[src/rtl/cache_mem_arbiter_if.sv]
// Bus bundle for cache_mem_arbiter: I-cache and D-cache miss ports plus the shared memory port.
// slave is the arbiter's view; master is the view of the caches and memory around it.
interface cache_mem_arbiter_if #(
    parameter int unsigned ADDR_WIDTH = 16,
    parameter int unsigned LINE_WIDTH = 128
);
    logic                  i_pmem_read;
    logic [ADDR_WIDTH-1:0] i_pmem_address;
    logic [LINE_WIDTH-1:0] i_pmem_rdata;
    logic                  i_pmem_resp;

    logic                  d_pmem_read;
    logic                  d_pmem_write;
    logic [ADDR_WIDTH-1:0] d_pmem_address;
    logic [LINE_WIDTH-1:0] d_pmem_wdata;
    logic [LINE_WIDTH-1:0] d_pmem_rdata;
    logic                  d_pmem_resp;

    logic                  pmem_read;
    logic                  pmem_write;
    logic [ADDR_WIDTH-1:0] pmem_address;
    logic [LINE_WIDTH-1:0] pmem_wdata;
    logic [LINE_WIDTH-1:0] pmem_rdata;
    logic                  pmem_resp;

    modport slave (
        input  i_pmem_read, i_pmem_address,
        input  d_pmem_read, d_pmem_write, d_pmem_address, d_pmem_wdata,
        input  pmem_rdata, pmem_resp,
        output i_pmem_rdata, i_pmem_resp,
        output d_pmem_rdata, d_pmem_resp,
        output pmem_read, pmem_write, pmem_address, pmem_wdata
    );

    modport master (
        output i_pmem_read, i_pmem_address,
        output d_pmem_read, d_pmem_write, d_pmem_address, d_pmem_wdata,
        output pmem_rdata, pmem_resp,
        input  i_pmem_rdata, i_pmem_resp,
        input  d_pmem_rdata, d_pmem_resp,
        input  pmem_read, pmem_write, pmem_address, pmem_wdata
    );
endinterface

[src/rtl/cache_mem_arbiter.sv]
// Round-robin arbiter sharing one line-wide memory port between the I-cache and D-cache.
// Define ARB_PERF_CNT_EN to add grant and conflict-cycle performance counters.
module cache_mem_arbiter #(
    parameter int unsigned ADDR_WIDTH = 16,
    parameter int unsigned LINE_WIDTH = 128
) (
    input  logic               clk,
    input  logic               rst,
    cache_mem_arbiter_if.slave bus
`ifdef ARB_PERF_CNT_EN
    ,
    output logic [15:0]        perf_i_grants,
    output logic [15:0]        perf_d_grants,
    output logic [15:0]        perf_conflict_cycles
`endif
);
    typedef enum logic [1:0] {
        IDLE    = 2'd0,
        SERVE_I = 2'd1,
        SERVE_D = 2'd2
    } state_e;

    localparam logic GRANT_I = 1'b0;
    localparam logic GRANT_D = 1'b1;

    state_e state;
    state_e state_next;
    logic   last_grant;
    logic   last_grant_next;
    logic   i_req;
    logic   d_req;

    assign i_req = bus.i_pmem_read;
    assign d_req = bus.d_pmem_read | bus.d_pmem_write;

    // State and round-robin history registers
    always_ff @(posedge clk) begin
        if (rst) begin
            state      <= IDLE;
            last_grant <= GRANT_I;
        end else begin
            state      <= state_next;
            last_grant <= last_grant_next;
        end
    end

    // Grant selection; a tie goes to the cache that was not served last
    always_comb begin
        state_next      = state;
        last_grant_next = last_grant;
        case (state)
            IDLE: begin
                if (i_req && d_req) begin
                    state_next = (last_grant == GRANT_I) ? SERVE_D : SERVE_I;
                end else if (i_req) begin
                    state_next = SERVE_I;
                end else if (d_req) begin
                    state_next = SERVE_D;
                end
            end
            SERVE_I: begin
                if (bus.pmem_resp) begin
                    state_next      = IDLE;
                    last_grant_next = GRANT_I;
                end
            end
            SERVE_D: begin
                if (bus.pmem_resp) begin
                    state_next      = IDLE;
                    last_grant_next = GRANT_D;
                end
            end
            default: state_next = IDLE;
        endcase
    end

    // Memory port follows the granted cache; read data is broadcast and qualified by resp
    always_comb begin
        bus.pmem_read    = 1'b0;
        bus.pmem_write   = 1'b0;
        bus.pmem_address = ADDR_WIDTH'(0);
        bus.pmem_wdata   = LINE_WIDTH'(0);
        bus.i_pmem_resp  = 1'b0;
        bus.d_pmem_resp  = 1'b0;
        bus.i_pmem_rdata = bus.pmem_rdata;
        bus.d_pmem_rdata = bus.pmem_rdata;
        case (state)
            SERVE_I: begin
                bus.pmem_read    = 1'b1;
                bus.pmem_address = bus.i_pmem_address;
                bus.pmem_wdata   = bus.d_pmem_wdata;
                bus.i_pmem_resp  = bus.pmem_resp;
            end
            SERVE_D: begin
                bus.pmem_write   = bus.d_pmem_write;
                bus.pmem_read    = bus.d_pmem_read & ~bus.d_pmem_write;
                bus.pmem_address = bus.d_pmem_address;
                bus.pmem_wdata   = bus.d_pmem_wdata;
                bus.d_pmem_resp  = bus.pmem_resp;
            end
            default: ;
        endcase
    end

`ifdef ARB_PERF_CNT_EN
    // A waiting cycle is one where a cache requests and neither owns nor is being granted the port
    logic i_wait;
    logic d_wait;

    assign i_wait = i_req && (state != SERVE_I) && (state_next != SERVE_I);
    assign d_wait = d_req && (state != SERVE_D) && (state_next != SERVE_D);

    always_ff @(posedge clk) begin
        if (rst) begin
            perf_i_grants        <= 16'd0;
            perf_d_grants        <= 16'd0;
            perf_conflict_cycles <= 16'd0;
        end else begin
            if ((state == SERVE_I) && bus.pmem_resp) begin
                perf_i_grants <= perf_i_grants + 16'd1;
            end
            if ((state == SERVE_D) && bus.pmem_resp) begin
                perf_d_grants <= perf_d_grants + 16'd1;
            end
            if (i_wait || d_wait) begin
                perf_conflict_cycles <= perf_conflict_cycles + 16'd1;
            end
        end
    end
`endif
endmodule

[src/flat_wrapper.sv]
// flat-port wrapper written by rule: the top's interface ports become plain ports
module cache_mem_arbiter_flat 
#(
    parameter int unsigned ADDR_WIDTH = 16,
    parameter int unsigned LINE_WIDTH = 128
)
  (clk, rst, bus_i_pmem_read, bus_i_pmem_address, bus_d_pmem_read, bus_d_pmem_write, bus_d_pmem_address, bus_d_pmem_wdata, bus_pmem_rdata, bus_pmem_resp, bus_i_pmem_rdata, bus_i_pmem_resp, bus_d_pmem_rdata, bus_d_pmem_resp, bus_pmem_read, bus_pmem_write, bus_pmem_address, bus_pmem_wdata);
  cache_mem_arbiter_if #(.ADDR_WIDTH(ADDR_WIDTH), .LINE_WIDTH(LINE_WIDTH)) bus_i ();
  input  logic clk;
  input  logic rst;
  input wire logic [$bits(bus_i.i_pmem_read)-1:0] bus_i_pmem_read;
  input wire logic [$bits(bus_i.i_pmem_address)-1:0] bus_i_pmem_address;
  input wire logic [$bits(bus_i.d_pmem_read)-1:0] bus_d_pmem_read;
  input wire logic [$bits(bus_i.d_pmem_write)-1:0] bus_d_pmem_write;
  input wire logic [$bits(bus_i.d_pmem_address)-1:0] bus_d_pmem_address;
  input wire logic [$bits(bus_i.d_pmem_wdata)-1:0] bus_d_pmem_wdata;
  input wire logic [$bits(bus_i.pmem_rdata)-1:0] bus_pmem_rdata;
  input wire logic [$bits(bus_i.pmem_resp)-1:0] bus_pmem_resp;
  output wire logic [$bits(bus_i.i_pmem_rdata)-1:0] bus_i_pmem_rdata;
  output wire logic [$bits(bus_i.i_pmem_resp)-1:0] bus_i_pmem_resp;
  output wire logic [$bits(bus_i.d_pmem_rdata)-1:0] bus_d_pmem_rdata;
  output wire logic [$bits(bus_i.d_pmem_resp)-1:0] bus_d_pmem_resp;
  output wire logic [$bits(bus_i.pmem_read)-1:0] bus_pmem_read;
  output wire logic [$bits(bus_i.pmem_write)-1:0] bus_pmem_write;
  output wire logic [$bits(bus_i.pmem_address)-1:0] bus_pmem_address;
  output wire logic [$bits(bus_i.pmem_wdata)-1:0] bus_pmem_wdata;
  assign bus_i.i_pmem_read = bus_i_pmem_read;
  assign bus_i.i_pmem_address = bus_i_pmem_address;
  assign bus_i.d_pmem_read = bus_d_pmem_read;
  assign bus_i.d_pmem_write = bus_d_pmem_write;
  assign bus_i.d_pmem_address = bus_d_pmem_address;
  assign bus_i.d_pmem_wdata = bus_d_pmem_wdata;
  assign bus_i.pmem_rdata = bus_pmem_rdata;
  assign bus_i.pmem_resp = bus_pmem_resp;
  assign bus_i_pmem_rdata = bus_i.i_pmem_rdata;
  assign bus_i_pmem_resp = bus_i.i_pmem_resp;
  assign bus_d_pmem_rdata = bus_i.d_pmem_rdata;
  assign bus_d_pmem_resp = bus_i.d_pmem_resp;
  assign bus_pmem_read = bus_i.pmem_read;
  assign bus_pmem_write = bus_i.pmem_write;
  assign bus_pmem_address = bus_i.pmem_address;
  assign bus_pmem_wdata = bus_i.pmem_wdata;
  cache_mem_arbiter #(.ADDR_WIDTH(ADDR_WIDTH), .LINE_WIDTH(LINE_WIDTH)) u_core (.clk(clk), .rst(rst), .bus(bus_i));
endmodule
[config.mk]
export PLATFORM = sky130hd
export DESIGN_NAME = cache_mem_arbiter_flat
export DESIGN_NICKNAME = d
export VERILOG_FILES = /design/src/rtl/cache_mem_arbiter_if.sv /design/src/rtl/cache_mem_arbiter.sv /design/src/flat_wrapper.sv
export SDC_FILE = /design/constraint.sdc
export NUM_CORES = 1
export LEC_CHECK = 0
export BUFFER_PORTS_ARGS = -buffer_cell sky130_fd_sc_hd__clkbuf_2
export CAP_MARGIN = 10
export CORE_AREA = 5 5 270 272
export DETAILED_ROUTE_END_ITERATION = 10
export DIE_AREA = 0 0 275 277
export PLACE_DENSITY_LB_ADDON = 0.15
export SLEW_MARGIN = 10
export SYNTH_ARGS = -nofsm -noshare
export SYNTH_HDL_FRONTEND = slang
export SYNTH_SLANG_ARGS = --single-unit
export TNS_END_PERCENT = 20
[constraint.sdc]
create_clock -name clk -period 1.8 [get_ports clk]
set_input_delay 0.09 -clock clk [delete_from_list [all_inputs] [get_ports clk]]
set_output_delay 0.09 -clock clk [all_outputs]
set_load 0.01 [all_outputs]
Yosys cells after proc, flatten, opt, wreduce, memory -nomap -nowiden
Index checks and enable logic that the tools add are counted.
Word-level totals
  flip-flop bits (word level): 3
  output and inout bits: 404
  word-level logic and storage cells: 32
Cells by class
  bitwise operators: 3
  equal/unequal tests: 6
  reductions and logical operators: 6
  mux-type cells: 15
Operators by type and width (number)
  $mux W128: 1
  $pmux W16 S2: 1
  $mux W2: 5
  $mux W1: 5
  $ne A2 B2 Y1 const B: 2
  $ne A4 B2 Y1 const B: 1
  $pmux W1 S2: 2
  $pmux W2 S2: 1
  $reduce_and A3 Y1: 1
  $eq A2 B1 Y1 const B: 1
  $eq A2 B2 Y1 const B: 1
  $logic_not A2 Y1: 1
  $ne A2 B1 Y1 const B: 1
  $reduce_and A2 Y1: 1
  $reduce_bool A2 Y1: 1
  $reduce_or A2 Y1: 1
  $and A1 B1 Y1: 1
  $logic_and A1 B1 Y1: 1
  $not A1 Y1: 1
  $or A1 B1 Y1: 1

Longest topological paths before layout
Gate-level depths: netlist of run 1.
  word-level depth: 5
  gate-level depth with buffers: 7

Worst setup path after synthesis of run 1
No wires, ideal clock.
  kind: register -> output
  start: register u_core.state[1]
  end: output bus_pmem_address[11]
  slack: 0.471 ns
  arrival time: 1.239 ns
  buffers on the path: 2
  stages on the path, launching flop included: 6
  path through: dfxtp_1 -> inv_1 -> ha_1 -> clkbuf_2 -> clkbuf_2 -> nor2b_1
On the way
  word-level cells in the longest chain between the ends: 2
RTL lines
  start, declared: RTL line cache_mem_arbiter.sv:26  | state_e state;
  start signal, assigned: RTL line cache_mem_arbiter.sv:42  | state <= state_next;
  $eq A2 B2 Y1 or $eq A2 B1 Y1 (tied branches): RTL line cache_mem_arbiter.sv:87  | case (state)
  $pmux W16 S2 (*): RTL line cache_mem_arbiter.sv:87
  end, declared: RTL line flat_wrapper.sv:25  | output wire logic [$bits(bus_i.pmem_address)-1:0] bus_pmem_address;
Mark *: on every way between the ends. The rest lies on a longest branch, timed or not.

Final worst setup path of run 1
  start: register u_core.state[1]
  end: output bus_pmem_wdata[8]
On the way
  word-level cells in the longest chain between the ends: 3
RTL lines
  $eq A2 B1 Y1 or $eq A2 B2 Y1 (tied branches): RTL line cache_mem_arbiter.sv:87
  $reduce_or A2 Y1 (no source line) (*)
  $mux W128 (*): RTL line cache_mem_arbiter.sv:87
  end, declared: RTL line flat_wrapper.sv:26  | output wire logic [$bits(bus_i.pmem_wdata)-1:0] bus_pmem_wdata;
Marks and branches as above.

==> results of run 1 <==
[routing by layer]
metal	global-route usage	share of wire	up-vias
li1	-	-	1290
met1	0.0346	0.32	1121
met2	0.0552	0.44	273
met3	0.0309	0.17	108
met4	0.0257	0.075	0
met5	0	0	-
[through the flow]
stage            util  area (um^2)  instances  hold slack, ps
6_report       0.0628         4420       1476            91.9
5_1_grt        0.0626         4410       1471            97.3
4_1_cts        0.0600         4230       1463            94.7
3_5_place_dp   0.0588         4150       1459             180
3_3_place_gp   0.0588         4150       1459             180
2_1_floorplan       -         3310        464             159
[cells in the mapped netlist (2+ instances only)]
cell and count:
buf_2 3, o21ai_1 2, ha_1 4, a22oi_1 17, nor2b_1 16, inv_1 3
dfxtp_1 3, a21oi_1 2, clkbuf_2 13, and2_1 129, nor2_1 2, nand2_1 2
buf_4 259
[cell type report]
cell class	instances	area (um^2)
fill	8410	66100
timing repair buffer	329	1860
multi-input combinational	182	1210
tap	950	1190
clock buffer	4	78.8
sequential	3	62.6
antenna	5	12.5
inverter	3	11.3
[state kept, by name, indices dropped and copies added (netlist names)]
signal	count
u_core.state	2
u_core.last_grant	1
[power groups by stage]
stage               clock network [uW]  logic (uW)  registers, uW
floorplan                            0        1300           79.6
global placement                     0        1490           82.4
detailed placement                   0        1470           82.4
CTS                                361        1480           81.4
global route                       367        1830           83.4
finish                             353        1640           82.8
[critical path, delay by kind of cell, from the launching register on]
family / cells / cell delay, ps
buf+inv: 5 / 630
fa+ha+maj: 1 / 300
flops: 1 / 330
simple gates: 1 / 130
[cells by family after synthesis]
logic type / Yosys count / share of synthesized area
AO/OA/AOI/OAI: 23 / 0.0496
adder cells (fa/ha/maj): 4 / 0.0151
buffers and inverters: 279 / 0.619
flip-flops: 3 / 0.0182
AND/OR/NAND/NOR: 155 / 0.298
[worst paths after layout]
check | start | slack, ps | cells after the start | endpoint
worst max register to register | u_core.state[1] | 260 | 7 | u_core.state[1]
worst min-delay path | rst | 90 | 2 | u_core.state[0]
worst min register to register | u_core.state[1] | 510 | 2 | u_core.state[1]
worst max-delay path | u_core.state[1] | 80 | 7 | bus_pmem_wdata[8]
[repair_timing]
action                     4_1_cts  5_1_grt
pin swaps                        0        1
hold buffers                     0        0
hold endpoints to repair         0        0
setup endpoints to repair       43      104
gates cloned                     0        4
buffers inserted                 0        4
gates resized for setup          0        8
==> impl_metrics.ini, run 1 <==
[clocking]
clockRootBuffer = clkbuf_16
cts_tree = yes
clock_sinks = 3
cts_max_level = 1
clk_latency_ps = 230
cts_inserted_buffers = 3
clkTransAtPathRegs_ps = 30
clockBufferDepth = 2

[timing]
skew_ps = 3.63
max_freq_mhz = 580
setup_tns_ps = 0
setup_ws_ps = 75.1
tightest_slew_ps = 241
max_slew_margin = 0.839
final.min_clock_period_ps = 1720
finalHoldViolCount = 0
setup_viol = 0
fin_crit_sh = 0.958
final_max_slew_viol_count = 0

[detailed_routing]
drtIter0Drc = 50
drtAntennaViolNets = 0
viasPerCell = 1.89
drc = 0
dr.pass1.iters = 4
wl_per_cell_um = 11.5
via_count = 2792
drt_wl_total_um = 16900

[die]
die_area_um2 = 76200
row_count = 98
die_y_um = 277
die_x_um = 275
io_pins = 698
coreArea_um2 = 70500
start_util = 0.0469

[critical_path]
critPathCaptureType = primary output
cpPeakStageDelay_ps = 330
crit_path_cell_trace = inv_1 > ha_4 > buf_12 > clkbuf_16 > buf_4 > and2_1 > clkbuf_2
critPathKind = reg2out
critical_path_required_ps = 1710
slowest_stage = dfxtp_2
cp-start-kind = flip-flop
cp.arrival_ps = 1630
worstPathMaxFanout = 6

[cells_and_area]
final_cell_mix = clkbuf_2, and2_1, a22oi_1
final_common_cell = clkbuf_2
drive_above_1_share = 0.651
area_delta_synth_final_pct = 33.8
final_nets = 820

[global_route]
grt_usage = 0.0374
overflow = 0
grt_pass1_wl_um = 21000
grt_pass1_vias = 3016
antenna_found_initial = 1
grt_max_degree = 47

[synth]
synth_edf_count = 0
yosys_warnings = 0
synth_largest_area_cell = buf_4
synth-main-ff-cell = dfxtp_1
yosysTopAreaCellShare = 0.588
syn_nets = 762
synth_seq_area_share = 0.0182
synthCells = 464
netlist_area_um2 = 3310
async_reset_ff_frac = 0
avgSynthCellArea_um2 = 7.13
synth_area_leaders = buf_4, and2_1, a22oi_1
ys_ff_latch = 3
ys_types = 22

[flow_run]
maxCapViolCount = 0

[power_and_ir_drop]
p_per_area_nw_per_um2 = 470
power_uw = 2080
switchingPower_uw = 887
ir_drop_uv = 226
swShare = 0.426
p_seq_frac = 0.040
p_leak_uw = 0.00205
p_comb_frac = 0.791
intPower_uw = 1190
clkPwrFrac = 0.170

[placed_design]
io_buffers = 313
place.gp.congestion = 0.659
dpl.hpwl_um = 13800
post-place-ws_ps = 193

[status]
status = finished clean

[worst_hold_path]
hold_class = in2reg
Power figures use the tool's default switching activity.
==> run 2: changes to the inputs <==
==> constraint.sdc (replaced) <==
create_clock -name clk -period 1.8 [get_ports clk]
set_input_delay 0.09 -clock clk [delete_from_list [all_inputs] [get_ports clk]]
set_output_delay 0.09 -clock clk [all_outputs]
set_load 0.1 [all_outputs]
==> impl_metrics.ini, run 2 (synthesis gave the netlist of run 1 again) <==
[placed_design]
dpl.hpwl_um = 15900
placed_cells_incl_taps = 1462
post-place-ws_ps = 125
place.gp.congestion = 0.670
io_buffers = 313

[power_and_ir_drop]
clkPwrFrac = 0.058
ir_drop_uv = 359
p_comb_frac = 0.929
p_per_area_nw_per_um2 = 899
swShare = 0.601
switchingPower_uw = 3680
p_leak_uw = 0.00272
p_seq_frac = 0.014
intPower_uw = 2440

[clocking]
clock_sinks = 3
cts_max_level = 1
cts_tree = yes
cts_inserted_buffers = 3
clkTransAtPathRegs_ps = 30
clk_latency_ps = 220
clockBufferDepth = 2
clockRootBuffer = clkbuf_16

[global_route]
grt_usage = 0.0434
grt_pass1_wl_um = 24200
grt_max_degree = 43
grt_pass1_vias = 3364
antenna_found_initial = 2
overflow = 0

[die]
start_util = 0.0469
coreArea_um2 = 70500
io_pins = 698
die_y_um = 277
die_x_um = 275
die_area_um2 = 76200
row_count = 98

[detailed_routing]
drtAntennaViolNets = 0
viasPerCell = 1.99
drc = 0
via_count = 2923
dr_wl_met3_um = 3160
met2_length_um = 8200
drtIter0Drc = 35
highest_layer = met5
wl_per_cell_um = 12.2
met1_length_um = 5290
dr.pass1.iters = 4
drt_wl_total_um = 17900

[timing]
fin_crit_sh = 0.976
tightest_slew_ps = 321
skew_ps = 1.10
final.min_clock_period_ps = 1760
max_slew_margin = 0.786
max_freq_mhz = 569
final_max_slew_viol_count = 0
rsz0062_at_grt = yes
setup_viol = 0
setup_tns_ps = 0
setup_ws_ps = 43.3
finalHoldViolCount = 0

[cells_and_area]
final_cell_mix = clkbuf_2, buf_12, and2_1
reg_top3 = u_core.state: 2 flops, u_core.last_grant: 1 flops
area_delta_synth_final_pct = 106
largest_register_ffs = 2
stdcell_count = 1471
top_register = u_core.state
final_nets = 820
final_common_cell = clkbuf_2
diodes = 0
drive_above_1_share = 0.781

[status]
status = finished clean

[critical_path]
cp-start-kind = flip-flop
slowest_stage = dfxtp_2
critPathCaptureType = primary output
cpPeakStageDelay_ps = 350
cp.arrival_ps = 1670
critPathKind = reg2out
worstPathMaxFanout = 29
critical_path_required_ps = 1710
cp_top_family = buffers and inverters
critical_path_buf_inv_count = 4
cpMostUsedCell = buf_12
crit_path_cell_trace = inv_2 > ha_4 > buf_12 > buf_16 > and2_1 > buf_12

[worst_hold_path]
hold_class = in2reg

[flow_run]
maxCapViolCount = 0
run 2: layout make-up:
type                            count  area (um^2)
Fill cell                        8163        63700
Sequential cell                     3         62.6
Inverter                            3         11.3
Clock buffer                        4         78.8
Multi-Input combinational cell    182         1430
Tap cell                          950         1190
Timing Repair Buffer              329         4050
run 2: what timing repair did:
action	CTS	global route
gates resized for setup	38	23
hold buffers	0	0
setup endpoints to repair	75	63
pin swaps	1	0
cloned	2	0
setup buffers	3	0
run 2: worst paths after layout:
| path | slack, ps | cells past startpoint | end | startpoint |
|---|---|---|---|---|
| worst max-delay path | 40 | 6 | bus_pmem_wdata[34] | u_core.state[1] |
| worst min-delay path | 60 | 2 | u_core.state[1] | rst |
| worst max register to register | 350 | 7 | u_core.state[0] | u_core.state[1] |
| worst min register to register | 500 | 2 | u_core.state[0] | u_core.state[0] |
run 2: power by group through the flow:
stage                     clock, uW  sequential [uW]  combinational [uW]
final                           354             83.0                5690
after global routing            365             84.0                5900
after CTS                       364             82.6                5720
after detailed placement          0             81.5                5490
after global placement            0             81.7                5520
after floorplan                   0             79.6                5970
run 2: stage by stage:
step                      total power [uW]    util  instance area (um^2)  hold WS (ps)
final                                 6130  0.0967                  6820          56.2
after global routing                  6350  0.0967                  6820          87.3
after global placement                5600  0.0917                  6470           181
after CTS                             6170  0.0954                  6730          61.9
after floorplan                       6050       -                  3370           159
after detailed placement              5580  0.0917                  6470           181
run 2: per-layer routing:
metal	GRT usage	up-vias
met5	0	-
met4	0.0300	2
met3	0.0306	106
met2	0.0699	369
met1	0.0384	1168
li1	-	1278
==> run 3: changes to the inputs <==
--- a/config.mk
+++ b/config.mk
@@ -8,9 +8,11 @@
 export BUFFER_PORTS_ARGS = -buffer_cell sky130_fd_sc_hd__clkbuf_2
 export CAP_MARGIN = 10
 export CORE_AREA = 5 5 270 272
+export CTS_CLUSTER_SIZE = 10
 export DETAILED_ROUTE_END_ITERATION = 10
 export DIE_AREA = 0 0 275 277
 export PLACE_DENSITY_LB_ADDON = 0.15
+export SETUP_SLACK_MARGIN = 0.3
 export SLEW_MARGIN = 10
 export SYNTH_ARGS = -nofsm -noshare
 export SYNTH_HDL_FRONTEND = slang
==> constraint.sdc (replaced) <==
create_clock -name clk -period 1.8 [get_ports clk]
set_input_delay 0.36 -clock clk [delete_from_list [all_inputs] [get_ports clk]]
set_output_delay 0.36 -clock clk [all_outputs]
set_load 0.1 [all_outputs]
==> impl_metrics.ini, run 3 (synthesis gave the netlist of run 1 again) <==
[status]
status = finished, violations left
failed_checks = setup timing

[cells_and_area]
drive_above_1_share = 0.964
stdcell_count = 1484
diodes = 0
area_delta_synth_final_pct = 121
fill_cells = 8161
final_nets = 833
final_cell_mix = clkbuf_2, buf_12, and2_4
top_register = u_core.state
final_common_cell = clkbuf_2
largest_register_ffs = 2
reg_top3 = u_core.state: 2 flops, u_core.last_grant: 1 flops

[timing]
final_max_slew_viol_count = 0
finalHoldViolCount = 0
fin_crit_sh = 1.11
rsz0062_at_grt = yes
skew_ps = 2.85
max_slew_margin = 0.818
tightest_slew_ps = 273
setup_viol = 145
final.min_clock_period_ps = 1990
setup_ws_ps = -193
max_freq_mhz = 502

[detailed_routing]
drt_wl_total_um = 18600
wl_per_cell_um = 12.6
dr.pass1.iters = 4
via_count = 3055
drtAntennaViolNets = 0
drc = 0
viasPerCell = 2.06
drtIter0Drc = 31

[placed_design]
io_buffers = 313
place.gp.congestion = 0.661
dpl.hpwl_um = 15100
placed_cells_incl_taps = 1462

[die]
die_x_um = 275
row_count = 98
start_util = 0.0469
coreArea_um2 = 70500
die_area_um2 = 76200
io_pins = 698
die_y_um = 277

[power_and_ir_drop]
ir_drop_uv = 368
power_uw = 6530
p_per_area_nw_per_um2 = 892
p_leak_uw = 0.00294

[worst_hold_path]
hold_class = in2reg
hold_path_depth = 2

[critical_path]
critPathKind = reg2out
critPathCaptureType = primary output
rr_worst_depth = 7
worstPathMaxFanout = 7
cp-start-kind = flip-flop
critical_path_required_ps = 1440
cp.arrival_ps = 1630

[global_route]
grt_usage = 0.0402
grt_pass1_vias = 3255
antenna_found_initial = 2
overflow = 0
grt_pass1_wl_um = 22700
grt_max_degree = 68

[clocking]
clkTransAtPathRegs_ps = 30
clockRootBuffer = clkbuf_16
clock_sinks = 3
clockBufferDepth = 2
cts_max_level = 1
cts_tree = yes
clk_latency_ps = 230
cts_inserted_buffers = 3

[flow_run]
maxCapViolCount = 0
## run 3: through the flow
step	area, um^2	hold slack (ps)	utilization	worst slack, ps	setup TNS (ps)
after global routing	7320	362	0.104	-258	-31910
after floorplan	3640	422	-	0.633	0
after detailed placement	6700	530	0.0950	-41.1	-113
after global placement	6700	532	0.0950	-62.2	-195
after CTS	6880	360	0.0976	-232	-23950
final	7320	347	0.104	-193	-22350
## run 3: routing by layer
metal | GRT usage | share of wire | up-vias | routed length, um
li1 | - | - | 1306 | -
met1 | 0.0346 | 0.29 | 1237 | 5360
met2 | 0.0608 | 0.45 | 451 | 8390
met3 | 0.0434 | 0.22 | 57 | 4150
met4 | 0.0158 | 0.038 | 4 | 706
met5 | 0.000642 | 0.0014 | - | 27
## run 3: power by group
part / switching (uW) / leakage [uW] / total (uW) / internal [uW]
logic: 3730 / 0.00288 / 6090 / 2360
clock network: 63.7 / 0.0000382 / 356 / 293
registers: 5.02 / 0.0000254 / 80.1 / 75.1
## run 3: final timing paths
kind | from | endpoint | slack (ps)
hold / removal | rst | u_core.state[0] | 350
hold reg to reg | u_core.last_grant | u_core.last_grant | 530
setup reg to reg | u_core.state[0] | u_core.state[1] | 310
setup / recovery | u_core.state[0] | bus_pmem_wdata[65] | -190
## run 3: area by class of cell
type | count | area, um^2 | share of cell area
well taps | 950 | 1190 | 0.162
inverters | 3 | 13.8 | 0.00188
multi-input cells | 182 | 1670 | 0.229
clock buffers | 4 | 78.8 | 0.0108
flip-flops and latches | 3 | 62.6 | 0.00855
repair buffers | 342 | 4300 | 0.588
## run 3: critical path: stages (launching register included)
cell and delay, ps:
dfxtp_2 320, inv_2 60, ha_4 300, buf_12 170, buf_16 160, and2_4 190, buf_12 180
## run 3: timing repair
action                                  4_1_cts  5_1_grt
endpoints found under the setup margin      149      150
gates resized for setup                      23       75
setup buffers                                 0        7
gates cloned                                  1       10
pin swaps                                     6       14
hold buffers                                  0        0
